[src/rtl/input_port_reg.sv]
// Input port register: captures a nibble over a 4-phase InStrobe/InAck handshake and presents it on IB.
// Optional macro INPORT_FIFO2_EN selects a 2-entry circular buffer instead of a single holding register.
module input_port_reg #(
  parameter int DATA_W      = 4,
  parameter int SYNC_STAGES = 2
) (
  input  logic              MainClock,
  input  logic              MainReset,
  input  logic [DATA_W-1:0] InData,
  input  logic              InStrobe,
  output logic              InAck,
  input  logic              ReadIn,
  output logic [DATA_W-1:0] IB,
  output logic              IBEn,
  output logic              InReady,
  output logic              Overrun
);

  typedef enum logic [1:0] {
    IDLE     = 2'd0,
    ACK      = 2'd1,
    WAIT_LOW = 2'd2
  } state_t;

  logic [SYNC_STAGES-1:0] r_sync;
  state_t                 r_state;
  state_t                 w_nextState;
  logic                   r_inAck;
  logic                   w_ackNext;
  logic                   r_inReady;
  logic                   r_overrun;
  logic                   w_sStrobe;
  logic                   w_push;
  logic                   w_reject;
  logic                   w_pop;
  logic                   w_full;
  logic                   w_notEmptyNext;
  logic [DATA_W-1:0]      w_head;

  assign w_sStrobe = r_sync[SYNC_STAGES-1];
  assign w_pop     = ReadIn & r_inReady;

  assign InAck   = r_inAck;
  assign InReady = r_inReady;
  assign Overrun = r_overrun;
  assign IBEn    = w_pop;
  assign IB      = w_pop ? w_head : '0;

  always_ff @(posedge MainClock) begin
    if (!MainReset) begin
      r_sync <= '0;
    end else begin
      r_sync <= {r_sync[SYNC_STAGES-2:0], InStrobe};
    end
  end

  // One capture per strobe high phase: after a push we wait for sStrobe to fall before re-arming.
  always_comb begin
    w_nextState = r_state;
    w_ackNext   = r_inAck;
    w_push      = 1'b0;
    w_reject    = 1'b0;
    case (r_state)
      IDLE: begin
        w_ackNext = 1'b0;
        if (w_sStrobe) begin
          if (!w_full) begin
            w_push      = 1'b1;
            w_nextState = ACK;
          end else begin
            w_reject = 1'b1;
          end
        end
      end
      ACK: begin
        w_ackNext   = 1'b1;
        w_nextState = WAIT_LOW;
      end
      WAIT_LOW: begin
        if (!w_sStrobe) begin
          w_ackNext   = 1'b0;
          w_nextState = IDLE;
        end
      end
      default: begin
        w_ackNext   = 1'b0;
        w_nextState = IDLE;
      end
    endcase
  end

  // A pop clears Overrun even if the same edge rejects another strobe, so the
  // freed slot can be filled on the following idle edge.
  always_ff @(posedge MainClock) begin
    if (!MainReset) begin
      r_state   <= IDLE;
      r_inAck   <= 1'b0;
      r_inReady <= 1'b0;
      r_overrun <= 1'b0;
    end else begin
      r_state   <= w_nextState;
      r_inAck   <= w_ackNext;
      r_inReady <= w_notEmptyNext;
      if (w_pop && r_overrun) begin
        r_overrun <= 1'b0;
      end else if (w_reject) begin
        r_overrun <= 1'b1;
      end
    end
  end

`ifdef INPORT_FIFO2_EN
  logic [DATA_W-1:0] r_mem [2];
  logic              r_wrPtr;
  logic              r_rdPtr;
  logic [1:0]        r_count;
  logic [1:0]        w_countNext;

  assign w_full         = (r_count == 2'd2);
  assign w_head         = r_mem[r_rdPtr];
  assign w_notEmptyNext = (w_countNext != 2'd0);

  always_comb begin
    w_countNext = r_count;
    case ({w_push, w_pop})
      2'b10:   w_countNext = r_count + 2'd1;
      2'b01:   w_countNext = r_count - 2'd1;
      default: w_countNext = r_count;
    endcase
  end

  always_ff @(posedge MainClock) begin
    if (!MainReset) begin
      r_mem[0] <= '0;
      r_mem[1] <= '0;
      r_wrPtr  <= 1'b0;
      r_rdPtr  <= 1'b0;
      r_count  <= 2'd0;
    end else begin
      if (w_push) begin
        r_mem[r_wrPtr] <= InData;
        r_wrPtr        <= ~r_wrPtr;
      end
      if (w_pop) begin
        r_rdPtr <= ~r_rdPtr;
      end
      r_count <= w_countNext;
    end
  end
`else
  logic [DATA_W-1:0] r_hold;
  logic              r_full;

  assign w_full         = r_full;
  assign w_head         = r_hold;
  assign w_notEmptyNext = w_push | (r_full & ~w_pop);

  always_ff @(posedge MainClock) begin
    if (!MainReset) begin
      r_hold <= '0;
      r_full <= 1'b0;
    end else if (w_push) begin
      r_hold <= InData;
      r_full <= 1'b1;
    end else if (w_pop) begin
      r_full <= 1'b0;
    end
  end
`endif

endmodule

[config.mk]
export PLATFORM = sky130hd
export DESIGN_NAME = input_port_reg
export DESIGN_NICKNAME = d
export VERILOG_FILES = /design/src/rtl/input_port_reg.sv
export SDC_FILE = /design/constraint.sdc
export NUM_CORES = 1
export LEC_CHECK = 0
export ABC_AREA = 1
export CORE_AREA = 2 2 39 41
export DETAILED_ROUTE_END_ITERATION = 8
export DIE_AREA = 0 0 41 43
export PLACE_DENSITY = 0.77
export SLEW_MARGIN = 10
export SYNTH_ARGS = -nofsm -noshare
export SYNTH_HDL_FRONTEND = slang
export SYNTH_SLANG_ARGS = --single-unit
[constraint.sdc]
create_clock -name MainClock -period 2.6 [get_ports MainClock]
set_input_delay 0.39 -clock MainClock [delete_from_list [all_inputs] [get_ports MainClock]]
set_output_delay 0.39 -clock MainClock [all_outputs]
set_load 0.005 [all_outputs]
==> impl_metrics.toml, run 1 <==
[critical_path]
reg2reg_slack_ns = 1.64
worst_ep_required_time_ns = 2.21
timing.rr.start = "r_sync[1]"
r2r_cells = 5
crit_path_cell_trace = "clkdlybuf4s50_1 > nand2_1 > nor2_1 > clkdlybuf4s50_1"
slowest_stage = "clkdlybuf4s50_1"
arrival_ns = 1.65
critPathLaunchType = "primary input"
path_max_fanout = 7
cp_common_cell = "clkdlybuf4s50_1"
slowest_delay_ns = 0.51
r2r_end = "r_hold[0]"
critical_path_class = "primary input to primary output"
cp-end-kind = "primary output"

[yosys]
synth_largest_area_cell = "dfxtp_1"
synth.distinct_cells = 16
synth_area_um2 = 518
yosysWarnings = 0
avgSynthCellArea_um2 = 7.85
synth_area_leaders = "dfxtp_1 46%, inv_1 9.4%, nor2_1 6.5%, a21oi_1 5.8%, nand2_1 5.8%"
synth_top_area_share_pct = 46.4
ys_seq_area_share_pct = 46.4
async_flop_share_pct = 0
synth_edf_count = 0
synthCells = 66
ys_seq_elements = 12
mappedNetlistNets = 74
synthFlopType = "dfxtp_1"
yosysMostFrequentCell = "inv_1"
synth_common_cells = "13 x inv_1, 12 x dfxtp_1, 9 x nor2_1"

[floorplanning]
core_um2 = 1380
die_area_um2 = 1760
start_util_pct = 37.4
die_y_um = 43
num_rows = 14
io_pins = 16
chipWidth_um = 41

[sta]
finalHoldViolCount = 0
max_slew.worst_pin.slew_ns = 0.293
rsz0062_at_grt = "false"
clock_skew_ns = 0.00108
slew_violations = 0
fmax_mhz = 489
period_share_pct = 78.7
fin_tns_setup_ns = 0
setup_viol = 0
slew_headroom_pct = 80.4
period_minus_slack_ns = 2.04

[clock_network]
clock_tree.buffer_depth = 2
clk_pin_slew_ns = 0.07
cts_buffers = 3
root_buffer = "clkbuf_4"
hold_buffers = 0
cts_tree = "yes"
post-cts-setup-buffer-count = 0
cts_resized = 0
cts_sinks = 12
clock_latency_ns = 0.27
htree_levels = 1

[power]
p_sw_uw = 85.4
seq_power_share_pct = 51.4
p_comb_share_pct = 10.6
p_per_area_nw_per_um2 = 532
leakagePower_uw = 0.000301
switching_share_pct = 22.3
ir_drop_uv = 327
p_clk_share_pct = 38.0
intPower_uw = 298

[route]
routed-via-count = 450
wl_per_cell_um = 8.84
drtIter0Drc = 3
firstDrtPassIters = 3
drc = 0
routed_wl_um = 884
vias_per_cell = 4.50
postRouteAntennaNets = 0

[run]
drv_cap = 0

[final_layout]
utilization_pct = 52.1
postLayoutCellArea_um2 = 721
syn2layout_area_growth_pct = 39.1
drive_above_1_share_pct = 16.7
diodes = 0
nets = 93

[global_routing]
grt_max_degree = 11
antenna_found_initial = 0
first_global_vias = 401
grt_usage_pct = 12.8
grt_first_pass_wirelength_um = 1540
gr-total-overflow = 0

[place]
placed_cell_area_um2 = 684
hpwl_um = 680
place.gp.congestion = 0.727
numPortBuffers = 15

[worst_hold_path]
min_to = "r_sync[1]"
worstHoldStart = "r_sync[0]"
holdCritPathClass = "flop to flop"
hold_depth = 2

[status]
outcome = "complete, no violations"
==> cells in the final DEF (no fill, tap or decap) <==
cell             count
dfxtp_1             12
nand4_1              1
clkbuf_4             3
a21oi_2              3
a21oi_1              6
o21ai_0              1
inv_2                2
inv_1               13
nand2_4              1
nand2_1              8
clkbuf_8             1
or2_4                1
clkdlybuf4s50_1     15
nor2_4               1
nor2_8               1
nand3_1              5
nand3_2              1
nor2_1               9
==> worst max-delay path, delay by kind of cell <==
family	cells	cell delay, ns
and+or+nand+nor	2	0.30
buffers and inverters	2	0.97
==> metal layers <==
layer  global-route usage, %  wire [um]  vias to the layer above
met3                    4.71         49                        2
met5                       0          0                        -
li1                        -          -                      241
met1                    16.7        403                      195
met4                    6.00          6                        0
met2                    18.1        425                       12
==> stage by stage <==
stage                     instances  setup WS [ns]  total power, uW  hold WS (ns)
after detailed placement         96          0.548              243         0.400
after floorplan                  66           1.59              224         0.390
final                           100          0.555              384         0.415
after global routing            100          0.453              401         0.438
after CTS                       100          0.540              390         0.417
after global placement           96          0.566              242         0.393
==> power by group through the flow <==
| stage | combinational (uW) | sequential (uW) | clock, uW |
|---|---|---|---|
| 4_1_cts | 41.3 | 197 | 152 |
| 6_report | 40.6 | 197 | 146 |
| 3_3_place_gp | 40.2 | 201 | 0 |
| 3_5_place_dp | 41.1 | 202 | 0 |
| 5_1_grt | 46.4 | 198 | 157 |
| 2_1_floorplan | 23.0 | 201 | 0 |
==> state kept, by name, indices dropped and copies added (netlist names) <==
signal / flops
InReady: 1
Overrun: 1
r_state: 2
r_full: 1
r_hold: 4
InAck: 1
r_sync: 2
==> logic make-up (layout without fill, tap and decap cells) <==
logic type,count (synthesis),count (layout),share of synthesized area [%]
flops,12,12,46.4
buf+inv,16,34,11.6
compound gates,10,10,11.8
simple gates,28,28,30.2
==> area by class of cell <==
| class | instances | area (um2) |
|---|---|---|
| clock buffer | 4 | 36.3 |
| fill | 130 | 663 |
| inverter | 15 | 56.3 |
| multi-input combinational | 38 | 218 |
| sequential | 12 | 240 |
| tap | 16 | 20.0 |
| timing repair buffer | 15 | 150 |
==> worst max path at each step <==
stage,startpoint,end,slack (ns),depth (start not counted)
final,ReadIn,IB[1],0.56,4
after global routing,ReadIn,IB[3],0.45,4
after CTS,ReadIn,IB[1],0.54,4
after detailed placement,ReadIn,IB[1],0.55,4
after global placement,ReadIn,IB[1],0.57,4
after floorplan,ReadIn,IB[0],1.59,2
Power figures use the tool's default switching activity.
==> inputs of run 2 (changes only) <==
Settings changed: CORE_AREA 2 2 39 41 to not set, CORE_MARGIN set to 2, CORE_UTILIZATION set to 38, DIE_AREA 0 0 41 43 to not set, PLACE_DENSITY 0.77 to 0.78.
Clock period 2.6 ns to 1.84 ns, I/O delays scaled along.
==> run 2 against run 1 <==
  * Register-to-register slack worse by 0.78 ns
  * First-iteration DRC count is 100% higher
  * Via count is 2.9% higher
  * Sequential power is 42% higher
  * Clock skew is 0.0023 ns higher
  * Sequential share of layout area is 0.40 points lower
  * Worst setup slack worse by 0.46 ns
  * Die area is 5.0% lower
  * Clock-buffer cell count stayed put
  * Critical path depth stayed put
  * Total power is 43% higher
==> impl_metrics.toml, run 2 (synthesized netlist as in run 1, its figures left out) <==
[final_layout]
regMostFlops = "r_hold"
nets = 94
mostFrequentLayoutCells = "15 x clkdlybuf4s50_1, 13 x inv_1, 12 x dfxtp_1, 9 x nor2_1, 7 x nand2_1"
reg.largest.list = "r_hold (4), r_state (2), r_sync (2)"
drive_above_1_share_pct = 18.8
final_common_cell = "clkdlybuf4s50_1"
diodes = 0
postLayoutCellArea_um2 = 729
largest_register_ffs = 4
syn2layout_area_growth_pct = 40.8

[route]
wl_per_cell_um = 9.45
postRouteAntennaNets = 0
routed-via-count = 463
drtIter0Drc = 6
drc = 0
vias_per_cell = 4.63
firstDrtPassIters = 2
routed_wl_um = 945

[worst_hold_path]
hold_depth = 2
holdCritPathClass = "flop to flop"

[global_routing]
grt_max_degree = 11
grt_first_pass_wirelength_um = 1410
first_global_vias = 333
gr-total-overflow = 0
antenna_found_initial = 0
grt_usage_pct = 13.3

[power]
p_per_area_nw_per_um2 = 751
leakagePower_uw = 0.000306
ir_drop_uv = 384

[clock_network]
hold_buffers = 0
cts_tree = "yes"
clock_tree.buffer_depth = 2
htree_levels = 1
root_buffer = "clkbuf_4"
post-cts-setup-buffer-count = 0
cts_buffers = 3
cts_sinks = 12
clk_pin_slew_ns = 0.08
cts_resized = 0
clock_latency_ns = 0.27

[sta]
period_minus_slack_ns = 1.75
slew_headroom_pct = 79.2
rsz0062_at_grt = "false"
setup_viol = 0
fmax_mhz = 573
period_share_pct = 94.9
slew_violations = 0
hold_slack_ns = 0.428
fin_tns_setup_ns = 0
clock_skew_ns = 0.00334
max_slew.worst_pin.slew_ns = 0.310
finalHoldViolCount = 0

[floorplanning]
chipWidth_um = 40.9
io_pins = 16
start_util_pct = 40.3
die_y_um = 40.9
num_rows = 13
die_area_um2 = 1670
core_um2 = 1280

[critical_path]
critPathLaunchType = "primary input"
reg2reg_slack_ns = 0.86
arrival_ns = 1.47
cp-end-kind = "primary output"
worst_ep_required_time_ns = 1.56
r2r_cells = 4
critical_path_class = "primary input to primary output"
path_max_fanout = 6

[place]
hpwl_um = 690
placed_cell_area_um2 = 691
place.gp.congestion = 0.642
numPortBuffers = 15

[status]
outcome = "complete, no violations"

[run]
drv_cap = 0
## run 2: changes by cell type in the layout (fill, tap and decap cells not counted)
cell and delta:
buf_4 +1, nand2_1 -1, nand2_2 +1
## run 2: final cells by class
class	count	area, um2
Fill cell	132	556
Sequential cell	12	240
Multi-Input combinational cell	38	220
Timing Repair Buffer	16	158
Inverter	15	56.3
Clock buffer	4	36.3
Tap cell	15	18.8
## run 2: critical path, cell delays in order
cell and delay, ns:
clkdlybuf4s50_1 0.47, nand2_2 0.10, nor2_1 0.11, clkdlybuf4s50_1 0.51
## run 2: stage by stage
stage	power [uW]	setup slack (ns)	util, %	cells
after detailed placement	344	0.0591	53.7	96
after global placement	342	0.0334	53.7	96
after CTS	554	0.0331	56.6	100
final	548	0.0942	56.8	100
after global routing	578	0.0380	56.8	100
after floorplan	316	0.980	-	66
## run 2: worst paths after layout
path / startpoint / endpoint
worst min-delay path: r_sync[0] / r_sync[1]
worst max register to register: r_state[1] / r_hold[2]
worst max-delay path: ReadIn / IB[0]
worst min register to register: r_sync[0] / r_sync[1]
## run 2: routing by layer
metal / track usage (%) / routed length [um]
met5: 0 / 0
met4: 10.0 / 0
met3: 3.26 / 38
met2: 16.0 / 474
met1: 19.5 / 433
## run 2: where the power goes
group	switching (uW)	internal, uW
registers	8.56	270
logic	27.8	31.5
clock network	88.9	120
==> inputs of run 3 (changes only) <==
Settings changed: CAP_MARGIN set to 5.
==> results of run 3 <==
The final DEF is identical to that of run 2; final timing and power are the same.
